<file path="src/rtl/pwm_capture.sv">
// PWM receiver: synchronizes and glitch-filters an asynchronous PWM pin and
// reports period and high time (in clk cycles) once per completed period.
module pwm_capture #(
    parameter int CNT_W = 16,
    parameter int FILT  = 3
) (
    input  logic             clk,
    input  logic             rst,
    input  logic             en,
    input  logic             pwm_in,
    output logic [CNT_W-1:0] period,
    output logic [CNT_W-1:0] high_time,
    output logic             valid,
    output logic             stuck,
    output logic             stuck_level
);

    localparam int              FC_W      = 4;
    localparam logic [FC_W-1:0] FILT_LAST = FC_W'(FILT - 1);
    localparam logic [CNT_W-1:0] CNT_MAX  = '1;
    localparam logic [CNT_W-1:0] CNT_ONE  = CNT_W'(1);

    typedef enum logic [1:0] {
        WAIT_RISE = 2'd0,
        HIGH      = 2'd1,
        LOW       = 2'd2
    } state_t;

    logic [1:0]      sync_reg;
    logic            sync_s;
    logic [FC_W-1:0] fcnt_reg;
    logic            lvl_reg;
    logic            lvl_d_reg;
    logic            rise;
    logic            fall;
    logic            timeout;

    state_t          state_reg;
    state_t          state_next;

    logic [CNT_W-1:0] pcnt_reg, pcnt_next;
    logic [CNT_W-1:0] hcnt_reg, hcnt_next;
    logic [CNT_W-1:0] period_reg, period_next;
    logic [CNT_W-1:0] high_reg, high_next;
    logic             valid_reg, valid_next;
    logic             stuck_reg, stuck_next;
    logic             stuck_level_reg, stuck_level_next;

    assign sync_s = sync_reg[1];

    // Synchronizer plus filter: lvl flips only after FILT consecutive
    // synchronized samples disagree with it.
    always_ff @(posedge clk) begin
        if (rst) begin
            sync_reg  <= 2'b00;
            fcnt_reg  <= '0;
            lvl_reg   <= 1'b0;
            lvl_d_reg <= 1'b0;
        end else begin
            sync_reg  <= {sync_reg[0], pwm_in};
            lvl_d_reg <= lvl_reg;
            if (sync_s != lvl_reg) begin
                if (fcnt_reg == FILT_LAST) begin
                    lvl_reg  <= sync_s;
                    fcnt_reg <= '0;
                end else begin
                    fcnt_reg <= fcnt_reg + FC_W'(1);
                end
            end else begin
                fcnt_reg <= '0;
            end
        end
    end

    assign rise = lvl_reg & ~lvl_d_reg;
    assign fall = ~lvl_reg & lvl_d_reg;

    // A closing rise on the saturation cycle wins over the timeout.
    assign timeout = (state_reg != WAIT_RISE) && (pcnt_reg == CNT_MAX) && !rise;

    always_ff @(posedge clk) begin
        if (rst) begin
            state_reg <= WAIT_RISE;
        end else begin
            state_reg <= state_next;
        end
    end

    always_comb begin
        state_next = state_reg;
        if (!en) begin
            state_next = WAIT_RISE;
        end else begin
            case (state_reg)
                WAIT_RISE: if (rise) state_next = HIGH;
                HIGH: begin
                    if (timeout)   state_next = WAIT_RISE;
                    else if (fall) state_next = LOW;
                end
                LOW: begin
                    if (rise)         state_next = HIGH;
                    else if (timeout) state_next = WAIT_RISE;
                end
                default: state_next = WAIT_RISE;
            endcase
        end
    end

    always_comb begin
        pcnt_next        = pcnt_reg;
        hcnt_next        = hcnt_reg;
        period_next      = period_reg;
        high_next        = high_reg;
        valid_next       = 1'b0;
        stuck_next       = stuck_reg;
        stuck_level_next = stuck_level_reg;
        if (!en) begin
            pcnt_next = '0;
            hcnt_next = '0;
        end else begin
            case (state_reg)
                WAIT_RISE: begin
                    if (rise) begin
                        pcnt_next = CNT_ONE;
                        hcnt_next = CNT_ONE;
                    end
                end
                HIGH: begin
                    if (timeout) begin
                        pcnt_next        = '0;
                        hcnt_next        = '0;
                        stuck_next       = 1'b1;
                        stuck_level_next = lvl_reg;
                    end else begin
                        pcnt_next = pcnt_reg + CNT_ONE;
                        if (!fall) hcnt_next = hcnt_reg + CNT_ONE;
                    end
                end
                LOW: begin
                    if (rise) begin
                        period_next = pcnt_reg;
                        high_next   = hcnt_reg;
                        valid_next  = 1'b1;
                        stuck_next  = 1'b0;
                        pcnt_next   = CNT_ONE;
                        hcnt_next   = CNT_ONE;
                    end else if (timeout) begin
                        pcnt_next        = '0;
                        hcnt_next        = '0;
                        stuck_next       = 1'b1;
                        stuck_level_next = lvl_reg;
                    end else begin
                        pcnt_next = pcnt_reg + CNT_ONE;
                    end
                end
                default: begin
                    pcnt_next = '0;
                    hcnt_next = '0;
                end
            endcase
        end
    end

    always_ff @(posedge clk) begin
        if (rst) begin
            pcnt_reg        <= '0;
            hcnt_reg        <= '0;
            period_reg      <= '0;
            high_reg        <= '0;
            valid_reg       <= 1'b0;
            stuck_reg       <= 1'b0;
            stuck_level_reg <= 1'b0;
        end else begin
            pcnt_reg        <= pcnt_next;
            hcnt_reg        <= hcnt_next;
            period_reg      <= period_next;
            high_reg        <= high_next;
            valid_reg       <= valid_next;
            stuck_reg       <= stuck_next;
            stuck_level_reg <= stuck_level_next;
        end
    end

    assign period      = period_reg;
    assign high_time   = high_reg;
    assign valid       = valid_reg;
    assign stuck       = stuck_reg;
    assign stuck_level = stuck_level_reg;

endmodule
</file>
<file path="config.mk">
export PLATFORM = sky130hd
export DESIGN_NAME = pwm_capture
export DESIGN_NICKNAME = d
export VERILOG_FILES = /design/src/rtl/pwm_capture.sv
export SDC_FILE = /design/constraint.sdc
export NUM_CORES = 1
export LEC_CHECK = 0
export BUFFER_PORTS_ARGS = -buffer_cell sky130_fd_sc_hd__buf_2
export CAP_MARGIN = 20
export CORE_ASPECT_RATIO = 1.75
export CORE_UTILIZATION = 60
export CTS_BUF_LIST = sky130_fd_sc_hd__clkbuf_2 sky130_fd_sc_hd__clkbuf_4 sky130_fd_sc_hd__clkbuf_8
export DETAILED_ROUTE_END_ITERATION = 7
export PLACE_DENSITY = 0.93
export SYNTH_ARGS = -nofsm -noshare
export SYNTH_HDL_FRONTEND = slang
export SYNTH_SLANG_ARGS = --single-unit
</file>
<file path="constraint.sdc">
create_clock -name clk -period 2.65 [get_ports clk]
set_input_delay 0.1325 -clock clk [delete_from_list [all_inputs] [get_ports clk]]
set_output_delay 0.1325 -clock clk [all_outputs]
set_load 0.01 [all_outputs]
</file>
==> summary.txt <==
Status
  • Status: finished clean

Synth
  • Synth Warn #: 0
  • Post-synthesis async set-or-reset flop share: 0
  • Yosys top cell area share: 0.462
  • Area contributors post-synth: dfxtp_1 46%, nand2_1 9.4%, a21oi_1 7.6%
  • Dominant synthesized flop cell: dfxtp_1
  • Syn nets: 411
  • Synth unique cells: just under 50
  • Cell area after synthesis: 3340 sq um
  • Syn_area_per_cell: 8.37 sq um
  • Post-synth EDFFs: 0
  • Post-synthesis sequential area ratio: 0.462
  • Cell accounting for the most synthesized area: dfxtp_1
  • Synth Register Bits: 77
  • Cells after Synth: 399

Setup path
  • Critical path class: flop to flop
  • Crit path launch type: flop
  • Maximum fanout along the worst path: 17
  • Critical Path AT: roughly 2.6 ns
  • Critical path required time: 2.87 ns
  • Critical Path Sink Type: flop

STA
  • Slew Limit Headroom: 0.387
  • RSZ-0062 raised after global routing: no
  • Final setup skew: 0.00805 ns
  • F_max: 0.429 GHz
  • Part of the cycle the worst path needs: 0.879
  • Final Hold Fails: 0
  • Max Slew Vio Count: 0
  • Slew @ Worst Pin: approximately 0.92 ns
  • Final setup TNS: 0 ns
  • Slack of the critical path: between 0.3 and 0.4 ns
  • Min cycle time layout: 2.33 ns
  • # setup viols final: 0

Finish
  • Commonest non-fill, non-tap cell in the layout: nand2_1
  • Commonest non-fill, non-tap cells in the layout: 84 x nand2_1, 77 x dfxtp_1, 51 x a21oi_1
  • Share of cells above drive strength 1: 0.170
  • N_diodes: 0
  • Area occupied by multi-input gates: 1670 sq um
  • FILL cells: about 420
  • Area Overhead vs Synth: 13.9%
  • Final #Nets: 449
  • Area occupied by registers: ~1500 sq um

Die
  • Core area: 5300 sq um
  • Die ar.: about 6000 sq um
  • Num ports: 39
  • Die height: between 100 and 150 um
  • Core Rows: 35
  • Initial Util: 0.630
  • DIE WIDTH: 58.4 um

Placement
  • Port buffer count: 38
  • Placer Congestion: 0.882
  • Pre-CTS setup slack: 0.344 ns
  • Hpwl dp: 5240 um

Global routing
  • Largest net degree at the start of global routing: 42
  • Grt total ovfl: 0
  • First-pass GRT wire length: roughly 13000 um
  • Gr usage total: 0.285
  • Vias in the first global route: 2806
  • Initial antenna violation count: 0

Power and ir drop
  • Switching share of power: 0.221
  • Cell internal pwr: about 1.6 mW
  • Clock share of power: 0.429
  • Maximum VDD drop: 420 uV
  • Logic pwr share: 0.015
  • Power Dens Cells: 548 nW/um^2
  • Total net switching power: 0.461 mW
  • Flop pwr share: 0.556
  • P_leak: 1.39 nW

Drt
  • Routed WL: between 7000 and 8000 um
  • Drt first pass iters: 4
  • Drt drc: 0
  • Avg WL per Cell: around 14 um
  • Via/cell ratio: 5.66
  • DR iter-0 viols: 108
  • DR vias: 2920
  • ANT nets after route: 0

Clocking
  • CTS H-Tree Depth: 3
  • Setup repair bufs after CTS: 0
  • Worst skew pair latency: ~0.36 ns
  • CTS root buf: clkbuf_8
  • CTS Sinks: 77
  • Clock tree buffer depth: 2
  • Clock transition at path regs: 0.08 ns
  • CTS tree: built
  • CTS resizes: 0
  • TritonCTS buffer count: 9

Run
  • Max-cap violation count: 0

Min path
  • HP Class: primary input to flop
## what timing repair did
action / 4_1_cts / 5_1_grt
hold buffers: 1 / 0
hold endpoints to repair: 1 / 0
endpoints found under the setup margin: 0 / 0
## Yosys cell counts (all sizes together) (3+ instances only)
cell and number:
nor2b 5, a211oi 4, buf 9, nand2b 4
inv 7, and3 4, xnor2 21, nand3 10
a2111oi 3, nand2 84, or3 3, ha 8
nor3 3, xor2 7, and4 3, a21oi 51
o21ai 11, nand4 12, nor2 36, clkbuf 13
dfxtp 77
## per-layer routing
layer  vias to the layer above  global-route usage  share of wire
li1                       1439                   -              -
met1                      1392               0.292           0.38
met2                        63               0.518           0.55
met3                        26              0.0642          0.036
met4                         0               0.158          0.033
met5                         -                   0              0
## worst max-delay path: stages, from the launching register on
cell and delay, ns:
dfxtp_1 0.38, inv_1 0.08, ha_1 0.21, nand4b_4 0.17, or4_4 0.68, or3_1 0.42, mux2i_1 0.18, nor2_1 0.06
## power groups by stage
stage	clock, mW	combinational, mW	sequential (mW)
detailed placement	0	0.0296	1.19
global route	0.947	0.0338	1.16
finish	0.895	0.0308	1.16
floorplan	0	0.0205	1.19
global placement	0	0.0285	1.19
CTS	0.898	0.0309	1.16
## cells by family (layout without fill, tap and decap cells)
family / Yosys count / after routing / share of synthesized area
AO/OA/AOI/OAI: 80 / 80 / 0.141
XOR/XNOR: 28 / 28 / 0.0735
adder cells (fa/ha/maj): 8 / 8 / 0.0300
buffers and inverters: 29 / 72 / 0.0386
flip-flops: 77 / 77 / 0.462
multiplexers: 2 / 2 / 0.00600
AND/OR/NAND/NOR: 175 / 175 / 0.250
## stage by stage
step	cell area, sq um	std cells	power, mW	util	hold WS [ns]
CTS	3800	516	2.09	0.718	0.112
floorplan	3340	399	1.21	-	0.261
finish	3800	516	2.08	0.718	0.115
detailed placement	3590	499	1.22	0.678	0.363
global route	3800	516	2.14	0.718	0.116
global placement	3590	499	1.21	0.678	0.343
## final cells by class
type,count,share of cell area
clock buffer,11,0.0365
clock inverter,5,0.0161
inverter,7,0.00691
multi-input combinational,293,0.438
sequential,77,0.405
tap,74,0.0243
timing repair buffer,49,0.0724
## path summary, 6_finish.rpt
kind	from	endpoint	slack, ns	cells after the start
min	en	valid	0.11	3
max	state_reg[0]	stuck_level	0.32	7
min reg2reg	sync_reg[0]	sync_reg[1]	0.45	1
max reg2reg	state_reg[0]	stuck_level	0.32	7
(Power assumes the default switching activity.)
